$ cat config.mk
export PLATFORM = sky130hd
export DESIGN_NAME = ifu_prefetch
export DESIGN_NICKNAME = d
export VERILOG_FILES = /design/src/rtl/ifu_prefetch.sv
export SDC_FILE = /design/constraint.sdc
export NUM_CORES = 1
export LEC_CHECK = 0
export ABC_AREA = 1
export CORE_UTILIZATION = 52
export CTS_BUF_LIST = sky130_fd_sc_hd__clkbuf_2
export DETAILED_ROUTE_END_ITERATION = 10
export GPL_TIMING_DRIVEN = 0
export PLACE_DENSITY = 0.87
export SYNTH_ARGS = -nofsm -noshare
export SYNTH_HDL_FRONTEND = slang
export SYNTH_SLANG_ARGS = --single-unit
$ cat constraint.sdc
create_clock -name clk -period 5 [get_ports clk]
set_input_delay 0.75 -clock clk [delete_from_list [all_inputs] [get_ports clk]]
set_output_delay 0.75 -clock clk [all_outputs]
set_load 0.005 [all_outputs]
$ cat src/rtl/ifu_prefetch.sv
// Decoupled instruction fetch front end: one-outstanding memory requester feeding a DEPTH-entry prefetch queue, with redirect/flush.
// Optional IFU_MISALIGN_CHECK_EN: a misaligned fetch_pc queues a single fault marker and halts fetch until the next redirect.
module ifu_prefetch #(
  parameter int              INST_WIDTH = 32,
  parameter int              PC_WIDTH   = 64,
  parameter int              DATA_WIDTH = 64,
  parameter int              DEPTH      = 4,
  parameter logic [PC_WIDTH-1:0] RESET_PC = 64'h0000000080000000
) (
  input  logic                  clk,
  input  logic                  rst,
  input  logic                  redirect_valid,
  input  logic [PC_WIDTH-1:0]   redirect_pc,
  output logic                  mem_req_valid,
  input  logic                  mem_req_ready,
  output logic [PC_WIDTH-1:0]   mem_req_addr,
  input  logic                  mem_resp_valid,
  input  logic [DATA_WIDTH-1:0] mem_resp_data,
  output logic                  inst_valid,
  input  logic                  inst_ready,
  output logic [INST_WIDTH-1:0] inst,
  output logic [PC_WIDTH-1:0]   inst_pc,
  output logic                  inst_fault
);

  localparam int LANES     = DATA_WIDTH / INST_WIDTH;
  localparam int LANE_LO   = $clog2(INST_WIDTH / 8);
  localparam int LANE_HI   = $clog2(DATA_WIDTH / 8);
  localparam int LANE_BITS = (LANES > 1) ? $clog2(LANES) : 1;
  localparam int PTR_W     = $clog2(DEPTH);
  localparam int CNT_W     = PTR_W + 1;

  typedef enum logic [1:0] {IDLE, REQ, WAIT} state_t;

  state_t                state_reg, state_next;
  logic [PC_WIDTH-1:0]   fetch_pc_reg, fetch_pc_next;
  logic [PC_WIDTH-1:0]   req_pc_reg, req_pc_next;
  logic                  stale_reg, stale_next;
  logic                  halted_reg, halted_next;
  logic [CNT_W-1:0]      count_reg;
  logic [PTR_W-1:0]      rd_ptr_reg, wr_ptr_reg;

  logic [INST_WIDTH-1:0] q_inst  [DEPTH];
  logic [PC_WIDTH-1:0]   q_pc    [DEPTH];
  logic                  q_fault [DEPTH];

  logic                  handshake, outstanding, credit, misaligned;
  logic                  push, do_pop, flush;
  logic [INST_WIDTH-1:0] push_inst;
  logic [PC_WIDTH-1:0]   push_pc;
  logic                  push_fault;

  // Split the response beat into instruction lanes, selected by the request address
  logic [INST_WIDTH-1:0] lane_word [LANES];
  logic [LANE_BITS-1:0]  lane_sel;

  for (genvar gi = 0; gi < LANES; gi++) begin : g_lane_word
    assign lane_word[gi] = mem_resp_data[gi*INST_WIDTH +: INST_WIDTH];
  end

  if (LANES > 1) begin : g_lane_sel
    assign lane_sel = req_pc_reg[LANE_HI-1:LANE_LO];
  end else begin : g_lane_single
    assign lane_sel = '0;
  end

`ifdef IFU_MISALIGN_CHECK_EN
  if (LANE_LO > 0) begin : g_misalign
    assign misaligned = |fetch_pc_reg[LANE_LO-1:0];
  end else begin : g_no_misalign
    assign misaligned = 1'b0;
  end
`else
  assign misaligned = 1'b0;
`endif

  // Requests are held back while a flushed response is still due, keeping one in flight
  assign mem_req_valid = (state_reg == REQ) && !stale_reg && !misaligned;
  assign mem_req_addr  = fetch_pc_reg;
  assign handshake     = mem_req_valid && mem_req_ready;
  assign outstanding   = (state_reg == WAIT) || ((state_reg == REQ) && handshake);
  assign credit        = ((CNT_W+1)'(count_reg) + (CNT_W+1)'(outstanding)) < (CNT_W+1)'(DEPTH);

  assign inst_valid = (count_reg != '0);
  assign inst       = inst_valid ? q_inst[rd_ptr_reg]  : '0;
  assign inst_pc    = inst_valid ? q_pc[rd_ptr_reg]    : '0;
  assign inst_fault = inst_valid ? q_fault[rd_ptr_reg] : 1'b0;

  always_ff @(posedge clk or posedge rst) begin
    if (rst) begin
      state_reg    <= IDLE;
      fetch_pc_reg <= RESET_PC;
      req_pc_reg   <= '0;
      stale_reg    <= 1'b0;
      halted_reg   <= 1'b0;
    end else begin
      state_reg    <= state_next;
      fetch_pc_reg <= fetch_pc_next;
      req_pc_reg   <= req_pc_next;
      stale_reg    <= stale_next;
      halted_reg   <= halted_next;
    end
  end

  always_comb begin
    state_next    = state_reg;
    fetch_pc_next = fetch_pc_reg;
    req_pc_next   = req_pc_reg;
    halted_next   = halted_reg;
    stale_next    = stale_reg && !mem_resp_valid;
    push          = 1'b0;
    push_inst     = lane_word[lane_sel];
    push_pc       = req_pc_reg;
    push_fault    = 1'b0;
    do_pop        = inst_ready && inst_valid;
    flush         = 1'b0;

    case (state_reg)
      IDLE: begin
        if (credit && !halted_reg) state_next = REQ;
      end
      REQ: begin
        if (misaligned) begin
          if (credit) begin
            push        = 1'b1;
            push_inst   = '0;
            push_pc     = fetch_pc_reg;
            push_fault  = 1'b1;
            halted_next = 1'b1;
            state_next  = IDLE;
          end
        end else if (handshake) begin
          req_pc_next   = fetch_pc_reg;
          fetch_pc_next = fetch_pc_reg + PC_WIDTH'(4);
          state_next    = WAIT;
        end
      end
      WAIT: begin
        if (mem_resp_valid && !stale_reg) begin
          push       = 1'b1;
          state_next = credit ? REQ : IDLE;
        end
      end
      default: state_next = IDLE;
    endcase

    // Redirect wins: a response completing this cycle is simply dropped, anything still in flight goes stale
    if (redirect_valid) begin
      flush         = 1'b1;
      push          = 1'b0;
      do_pop        = 1'b0;
      fetch_pc_next = redirect_pc;
      halted_next   = 1'b0;
      state_next    = REQ;
      stale_next    = (stale_reg && !mem_resp_valid)
                   || ((state_reg == WAIT) && !mem_resp_valid)
                   || ((state_reg == REQ) && handshake);
    end
  end

  always_ff @(posedge clk or posedge rst) begin
    if (rst) begin
      count_reg  <= '0;
      rd_ptr_reg <= '0;
      wr_ptr_reg <= '0;
    end else if (flush) begin
      count_reg  <= '0;
      rd_ptr_reg <= '0;
      wr_ptr_reg <= '0;
    end else begin
      if (push)   wr_ptr_reg <= wr_ptr_reg + PTR_W'(1);
      if (do_pop) rd_ptr_reg <= rd_ptr_reg + PTR_W'(1);
      count_reg <= count_reg + CNT_W'(push) - CNT_W'(do_pop);
    end
  end

  always_ff @(posedge clk) begin
    if (push) begin
      q_inst[wr_ptr_reg]  <= push_inst;
      q_pc[wr_ptr_reg]    <= push_pc;
      q_fault[wr_ptr_reg] <= push_fault;
    end
  end

endmodule

## After elaboration in Yosys (flattened, before gate mapping)

Memory sizes are Yosys's and may differ from the RTL's.
Index checks and enable logic that the tools add are counted.

| storage, ports and cells | value |
|---|---|
| flip-flop bits (word level) | 138 |
| bits in writable memories | 384 |
| input bits | 134 |
| output and inout bits | 163 |
| word-level logic and storage cells | 72 |
| memories kept | 2 |

Memories:

| name | words | width | read ports | clocked after memory_dff | wr ports | line | source |
|---|---|---|---|---|---|---|---|
| q_pc | 4 | 64 | 1 | 0 | 1 | 44 | `logic [PC_WIDTH-1:0] q_pc [DEPTH];` |
| q_inst | 4 | 32 | 1 | 0 | 1 | 43 | `logic [INST_WIDTH-1:0] q_inst [DEPTH];` |

| operators by class | value |
|---|---|
| add/subtract/negate cells | 6 |
| order comparisons | 2 |
| eq/ne operators | 5 |
| muxes and demuxes | 28 |
| bitwise operators | 1 |
| reduce and logical (&&, ||, !) cells | 21 |

Operators with widths:

| kind | count |
|---|---|
| 2-to-1 mux 64 bit | 4 |
| 2-to-1 mux 32 bit | 4 |
| adder 64 x 3 -> 64 bit, second input constant | 1 |
| 2-to-1 mux 2 bit | 8 |
| 2-to-1 mux 1 bit | 10 |
| != test 3 bit, second input constant | 3 |
| nonzero test 2 bit | 4 |
| logical AND 1 bit | 7 |
| one-hot mux 2 bit (3 select lines) | 1 |
| adder 2 x 1 -> 2 bit, second input constant | 2 |
| adder 3 x 1 -> 4 bit | 1 |
| less-than comparator 4 x 3 -> 1 bit, second input constant | 1 |
| AND reduction 2 bit | 2 |
| adder 3 x 1 -> 3 bit | 1 |
| logical OR 1 bit | 3 |
| 2-to-1 mux 3 bit | 1 |
| AND reduction 3 bit | 1 |
| nonzero test 3 bit | 1 |
| subtractor 3 x 1 -> 3 bit | 1 |
| == test 2 x 1 -> 1 bit, second input constant | 1 |
| == test 2 bit, second input constant | 1 |
| >= comparator 2 bit, second input constant | 1 |
| logical NOT 1 bit | 2 |
| logical NOT 2 bit | 1 |
| NOT 1 -> 2 bit | 1 |

## Logic depth before layout (Yosys ltp)

Gate-level depths: netlist of the first run.

| depth | value |
|---|---|
| depth in word-level cells | 11 |
| gate-level depth with buffers | 11 |
| gate-level depth less buffers | 11 |

## Least setup slack after synthesis of the first run

OpenSTA, ideal clock, no wires.

| path | value |
|---|---|
| path kind | in2reg |
| start point | in redirect_valid |
| end point | mem q_inst[0][0] (enable) |
| library setup time | 0.552 ns |
| arrival time | 5.138 ns |
| data required time | 4.448 ns |
| slack | -0.689 ns |
| stages on the path | 4 |
| buffers on the path | 1 |
| cells stage by stage | buf_2 -> inv_1 -> nand2_1 -> nor2_1 |

| between the ends | value |
|---|---|
| word-level cells in the longest chain between the ends | 3 |

RTL lines:

| element | line | source |
|---|---|---|
| from (decl) | 12 | `input logic redirect_valid,` |
| 2-to-1 mux 1 bit | 148 | `if (redirect_valid) begin` |
| 2-to-1 mux 1 bit | 178 | `if (push) begin` |
| 2-to-1 mux 1 bit (implied by the code) | 179 | `q_inst[wr_ptr_reg] <= push_inst;` |
| to (decl) | 43 |  |

No other way between the ends.

## Worst setup path in the final report of the first run

| path | value |
|---|---|
| start point | reg count_reg[1] |
| end point | out inst_pc[34] |

| between the ends | value |
|---|---|
| word-level cells in the longest chain between the ends | 2 |

RTL lines:

| element | line | source |
|---|---|---|
| from (decl) | 40 | `logic [CNT_W-1:0] count_reg;` |
| from (signal assigned) | 173 | `count_reg <= count_reg + CNT_W'(push) - CNT_W'(do_pop);` |
| nonzero test 3 bit | 84 | `assign inst_valid = (count_reg != '0);` |
| 2-to-1 mux 64 bit | 86 | `assign inst_pc = inst_valid ? q_pc[rd_ptr_reg] : '0;` |
| to (decl) | 22 | `output logic [PC_WIDTH-1:0] inst_pc,` |

No other way between the ends.

==> results.toml, run 1 <==
[detailed_routing]
viasPerCell = 5.57
drc = 0
antenna_left = 0
wl_per_cell_um = 20.6
drt-total-wl_mm = 69.3
via_count = 18763
initialDrtViolationCount = 1773
firstDrtPassIters = 6

[global_routing]
overflow = 0
antenna_found_initial = 2
grt_usage_pct = 31.0
grt_max_degree = 82
grt_pass1_wl_mm = 102
first_global_vias = 18274

[setup_path]
max_stage_delay_ns = 0.84
cpLargestDelayFamily = "buffers and inverters"
worstPathMaxFanout = 10
r2r_cells = 11
rr_endpoint = "count_reg[2]$_DFF_PP0_"
crit_end = "inst_pc[34]"
endpoint_kind = "output port"
worstSetupStartpoint = "count_reg[1]$_DFF_PP0_"
path_depth = 5
path_cells = "nor3_2 -> buf_2 -> buf_1 -> a21oi_1 -> clkdlybuf4s50_1"
critPathLaunchType = "register"
critPathBufInv = 3
reg2reg_slack_ns = 1.85
critPathSlowestCell = "nor3_2"
r2r-start = "count_reg[1]$_DFF_PP0_"
cp_data_arrival_time_ns = 4.03
cp_data_required_time_ns = 4.25
criticalPathCategory = "reg2out"

[placed_design]
io_buffers = 294
place_hpwl_mm = 49.7
dpl.cell_count = 3140
place_congestion = 1.00

[floorplanning]
start_util_pct = 52.7
die_x_um = 211
fp.dieH_um = 211
die_area_sq_um = 44600
ios = 297
core_sq_um = 43200
rows = 76

[sta]
hold_viol_final = 0
post-route-min-period_ns = 4.78
fin_skew_ns = 0.0978
fmax_mhz = 209
worst_pin_slew_ns = 1.03
whs_ns = 0.0685
tns_ns = 0
slew_headroom_pct = 31.3
setup_violations = 0
timing.final.crit_share_pct = 95.7
slew_viol_final = 0

[clock_network]
clkTransAtPathRegs_ns = 0.11
h-tree-depth = 4
cts_made_buffers = 130
hold_buffers = 0
cts_setup_buffers = 0
cts_tree = "built"
clk_latency_ns = 1.10
clockBufferDepth = 3
cts_root_buf = "clkbuf_2"
clock_sinks = 522
cts_resized = 0

[logic_synthesis]
synth_edf_count = 384
synth_top_area_share_pct = 50.6
ys_seq_elements = 522
syn_inst = 2247
synth.most_common_cell = "nor2_1"
syn_area_sq_um = 22800
yosysTopAreaCell = "edfxtp_1"
synth_flop_cell = "edfxtp_1"
synth_nets = 2390
ys_seq_area_share_pct = 65.8
yosys_warnings = 0
synth_common_cells = "nor2_1, nand2_1, edfxtp_1"
synth_cell_types = 36
yosys-top-cells-area = "edfxtp_1, dfrtp_1, nor2_1"
synthArstFlopShare_pct = 26.4
syn_area_per_cell_sq_um = 10.1

[power_and_ir_drop]
pwr-share-clk_pct = 22.2
p_leak_nw = 10.8
p_int_mw = 8.12
switching_power_mw = 4.65
p_total_mw = 12.8
p_seq_share_pct = 47.1
swShare_pct = 36.4
cellPowerDensity_nw_per_um2 = 456
power_frac_comb_pct = 30.7
vdd_drop_max_v = 0.000205

[layout]
instances_no_fill = 3367
fin_nets = 2830
nFillCells = 3352
top_regs = "q_pc: 256 flops, q_inst: 128 flops"
largest_reg_flops = 256
drive_gt1_share_pct = 10.1
finish.utilization_pct = 64.8
top_register = "q_pc"
area_delta_synth_final_pct = 22.8

[outcome]
status = "complete, no violations"

[worst_hold_path]
hold_path_class = "in2async"

[run]
maxCapViolations = 0
==> worst min path at each step <==
stage | startpoint | end | slack, ns | depth (start not counted)
final | rst | mem_req_addr[11]$_DFFE_PP0P_ | 0.07 | 2
after floorplan | req_pc_reg[2]$_DFFE_PP0P_ | q_pc[0][2]$_DFFE_PP_ | 0.47 | 0
after detailed placement | req_pc_reg[28]$_DFFE_PP0P_ | q_pc[2][28]$_DFFE_PP_ | 0.50 | 0
after CTS | rst | mem_req_addr[11]$_DFFE_PP0P_ | 0.02 | 2
after global routing | rst | mem_req_addr[11]$_DFFE_PP0P_ | 0.06 | 2
after global placement | req_pc_reg[45]$_DFFE_PP0P_ | q_pc[2][45]$_DFFE_PP_ | 0.49 | 0
==> per-stage QoR <==
step | setup WS, ns | instance area (sq um)
after CTS | 0.154 | 28000
after detailed placement | 1.39 | 26800
after floorplan | -0.689 | 22800
final | 0.216 | 28000
after global placement | -4.17 | 26400
after global routing | -0.0134 | 28000
==> power groups by stage <==
stage / Combinational, mW / Sequential, mW / Clock, mW
global placement: 3.75 / 6.02 / 0
CTS: 3.89 / 5.98 / 2.88
global route: 4.23 / 6.04 / 3.10
finish: 3.92 / 6.01 / 2.83
floorplan: 1.84 / 5.83 / 0
detailed placement: 3.86 / 6.07 / 0
==> cell type report <==
cell class	count	area (sq um)	share of cell area, %
flip-flops and latches	522	15000	53.6
multi-input cells	1485	6880	24.6
repair buffers	308	3250	11.6
clock buffers	180	901	3.22
well taps	585	732	2.62
inverters	126	478	1.71
plain buffers	114	465	1.66
clock inverters	43	277	0.989
diodes	4	10.0	0.0358
==> layout by cell type (no fill, tap or decap), types with 8 or more instances in the layout <==
master / Yosys / layout
a21oi_1: 103 / 103
buf_1: 23 / 23
buf_12: 0 / 11
buf_2: 27 / 27
clkbuf_1: 63 / 63
clkbuf_2: 0 / 180
clkdlybuf4s50_1: 0 / 294
clkinv_1: 1 / 28
dfrtp_1: 137 / 137
edfxtp_1: 384 / 384
ha_1: 8 / 8
inv_1: 121 / 120
inv_2: 4 / 10
nand2_1: 398 / 398
nand3_1: 63 / 63
nand4_1: 12 / 12
nor2_1: 465 / 461
nor2_2: 8 / 8
nor2_4: 5 / 9
nor3_1: 28 / 28
nor3_2: 9 / 9
o211ai_1: 14 / 14
o21ai_0: 286 / 286
o21bai_1: 9 / 9
o221ai_1: 13 / 13
xor2_1: 43 / 43
==> kinds of logic (layout without fill, tap and decap cells) <==
group	after synthesis	after routing	synth area share, %
buffers and inverters	240	771	4.12
other	1	5	0.0165
AND/OR/NAND/NOR	1004	1004	18.0
XOR/XNOR	43	43	1.65
flip-flops	522	522	65.8
AO/OA/AOI/OAI	428	428	9.88
adder cells (fa/ha/maj)	9	9	0.528
==> layer usage <==
| layer | vias up | global-route usage (%) | share of wire (%) |
|---|---|---|---|
| li1 | 8553 | - | - |
| met1 | 8969 | 40.6 | 39 |
| met2 | 1088 | 50.0 | 48 |
| met3 | 153 | 6.59 | 9.8 |
| met4 | 0 | 13.5 | 3.7 |
| met5 | - | 0 | 0 |
(Power assumes the default switching activity.)
==> run 2, diff against run 1 <==
Settings changed: ABC_AREA 1 to 0, ABC_CLOCK_PERIOD_IN_PS set to 5000, CORE_UTILIZATION 52 to 51, PLACE_DENSITY 0.87 to 0.86.
==> results.toml, run 2 <==
[layout]
area_delta_synth_final_pct = 23.4
drive_gt1_share_pct = 19.3
top_register = "q_pc"
final_cell_mix = "edfxtp_1, clkdlybuf4s50_1, nand2_1"
final_area_sq_um = 26600
largest_reg_flops = 256
top_regs = "q_pc: 256 flops, q_inst: 128 flops"
mostFrequentLayoutCell = "edfxtp_1"
fin_nets = 1988

[logic_synthesis]
synth.area.mux_share_pct = 12.1
synth-simple-area-share_pct = 12.0
synth_flop_cell = "edfxtp_1"
synth_compound_area_share_pct = 2.22
synth_fa_ha_area_share_pct = 0.558
synthArstFlopShare_pct = 26.4
yosysTopAreaCell = "edfxtp_1"
ys_seq_elements = 522
syn_area_sq_um = 21500
synth_top_family_by_area = "multiplexers"
ys_seq_area_share_pct = 69.6
yosys-top-cells-area = "edfxtp_1, dfrtp_1, mux4_2"
synthXorXnorAreaFrac_pct = 1.87
synth_top_area_share_pct = 53.6
syn_area_per_cell_sq_um = 15.3
synth_cell_types = 48
yosys_warnings = 0
synth.most_common_cell = "edfxtp_1"
syn_inst = 1411
synth_common_cells = "edfxtp_1, nand2_1, dfrtp_1"
synth_edf_count = 384
synth_nets = 1554

[sta]
slew_viol_final = 0
post-route-min-period_ns = 4.74
setup_ws_ns = 0.258
fin_skew_ns = 0.0981
hold_viol_final = 0
worst_pin_slew_ns = 1.11
whs_ns = 0.0904
timing.final.crit_share_pct = 94.8
setup_violations = 0
fmax_mhz = 211
grt_setup_unrepaired = "no"
slew_headroom_pct = 25.2

[setup_path]
critPathLaunchType = "register"
critPathBufInv = 4
max_stage_delay_ns = 0.53
cp_data_required_time_ns = 4.25
critPathSlowestCell = "clkbuf_1"
cpLargestDelayFamily = "buffers and inverters"
endpoint_kind = "output port"
criticalPathCategory = "reg2out"
crit_top_cell = "clkbuf_1"
worstPathMaxFanout = 10
path_cells = "clkbuf_1 -> clkbuf_2 -> clkbuf_1 -> mux4_2 -> and2_1 -> clkdlybuf4s50_1"
reg2reg_slack_ns = 1.87
cp_data_arrival_time_ns = 3.99

[power_and_ir_drop]
p_int_mw = 7.86
p_seq_share_pct = 51.1
pwr-share-clk_pct = 25.7
vdd_drop_max_v = 0.000300
cellPowerDensity_nw_per_um2 = 421
power_frac_comb_pct = 23.2
switching_power_mw = 3.32
swShare_pct = 29.7
p_leak_nw = 9.58

[clock_network]
clock_sinks = 522
clk_latency_ns = 1.09
cts_made_buffers = 131
hold_buffers = 0
clockBufferDepth = 3
cts_tree = "built"
h-tree-depth = 4
cts_root_buf = "clkbuf_2"
clkTransAtPathRegs_ns = 0.12

[placed_design]
place_hpwl_mm = 37.2
placed_area_sq_um = 25300
io_buffers = 295
place_congestion = 0.889
pre_cts_slack_ns = 0.907

[global_routing]
first_global_vias = 14452
antenna_found_initial = 1
grt_max_degree = 85
overflow = 0
grt_pass1_wl_mm = 83.0
grt_usage_pct = 25.9

[detailed_routing]
wl_per_cell_um = 22.1
drt-total-wl_mm = 54.9
via_count = 14155
antenna_left = 0
drc = 0
firstDrtPassIters = 5
initialDrtViolationCount = 1135
viasPerCell = 5.71

[run]
maxCapViolations = 0

[outcome]
status = "complete, no violations"

[floorplanning]
fp.dieH_um = 207
core_sq_um = 41200
ios = 297
rows = 74
die_x_um = 207
die_area_sq_um = 43000
start_util_pct = 52.2

[worst_hold_path]
hold_path_class = "in2async"
==> run 2: cell types whose count changed after synthesis, moves of 20 or more <==
cell     delta
inv_1     -106
mux4_2     +96
nor2_1    -431
a21oi_1   -100
nand4_1    +20
buf_2      -22
mux2_2     +35
nand3_1    -34
and2_1    +102
nand2_1   -141
o21ai_0   -228
==> run 2: repair_timing <==
item,CTS,global route
pin swaps,0,0
buffers inserted,0,0
gates resized for setup,4,1
endpoints found under the setup margin,30,9
==> run 2: stage by stage <==
stage / util (%) / cells / power, mW / setup TNS (ns)
2_1_floorplan: - / 1411 / 7.07 / 0
3_3_place_gp: 61.0 / 2238 / 8.31 / -921.85
3_5_place_dp: 61.5 / 2246 / 8.43 / 0
4_1_cts: 64.4 / 2477 / 11.3 / 0
5_1_grt: 64.5 / 2478 / 11.7 / 0
6_report: 64.5 / 2480 / 11.2 / 0
==> run 2: final cells by class <==
| type | count | area (sq um) |
|---|---|---|
| Antenna cell | 3 | 7.51 |
| Sequential cell | 522 | 15000 |
| Timing Repair Buffer | 303 | 3140 |
| Fill cell | 2914 | 14600 |
| Buffer | 76 | 312 |
| Multi-Input combinational cell | 796 | 6180 |
| Clock inverter | 34 | 216 |
| Clock buffer | 199 | 996 |
| Tap cell | 532 | 666 |
| Inverter | 15 | 61.3 |
==> run 2: worst paths after layout <==
check                                          endpoint                       start  depth (start not counted)
min in group clk           mem_req_addr[31]$_DFFE_PP1P_             redirect_pc[31]                          3
setup / recovery                            inst_pc[41]   rd_ptr_reg[1]$_DFFE_PP0P_                          6
setup reg to reg                 count_reg[2]$_DFF_PP0_      count_reg[2]$_DFF_PP0_                         11
hold reg to reg                   q_pc[2][31]$_DFFE_PP_  req_pc_reg[31]$_DFFE_PP0P_                          0
max in group asynchronous   mem_req_addr[1]$_DFFE_PP0P_                         rst                          3
hold / removal             mem_req_addr[30]$_DFFE_PP0P_                         rst                          2
==> run 2: power by group through the flow <==
stage	Sequential (mW)	Clock, mW	Combinational (mW)
4_1_cts	5.71	2.94	2.64
3_3_place_gp	5.74	0	2.57
3_5_place_dp	5.79	0	2.64
5_1_grt	5.77	3.15	2.82
6_report	5.72	2.87	2.59
2_1_floorplan	5.65	0	1.42
==> run 2: logic make-up after synthesis <==
group                    Yosys count
AND/OR/NAND/NOR                  519
multiplexers                     135
flip-flops                       522
buffers and inverters             93
other                              1
AO/OA/AOI/OAI                     86
XOR/XNOR                          46
adder cells (fa/ha/maj)            9
==> run 2: routing by layer <==
layer  global-route usage [%]  vias to the layer above  wire length [um]
li1                         -                     6202                 -
met1                     34.1                     7017             21500
met2                     41.2                      814             26600
met3                     6.32                      122              5110
met4                     11.2                        0              1630
met5                        0                        -                 0
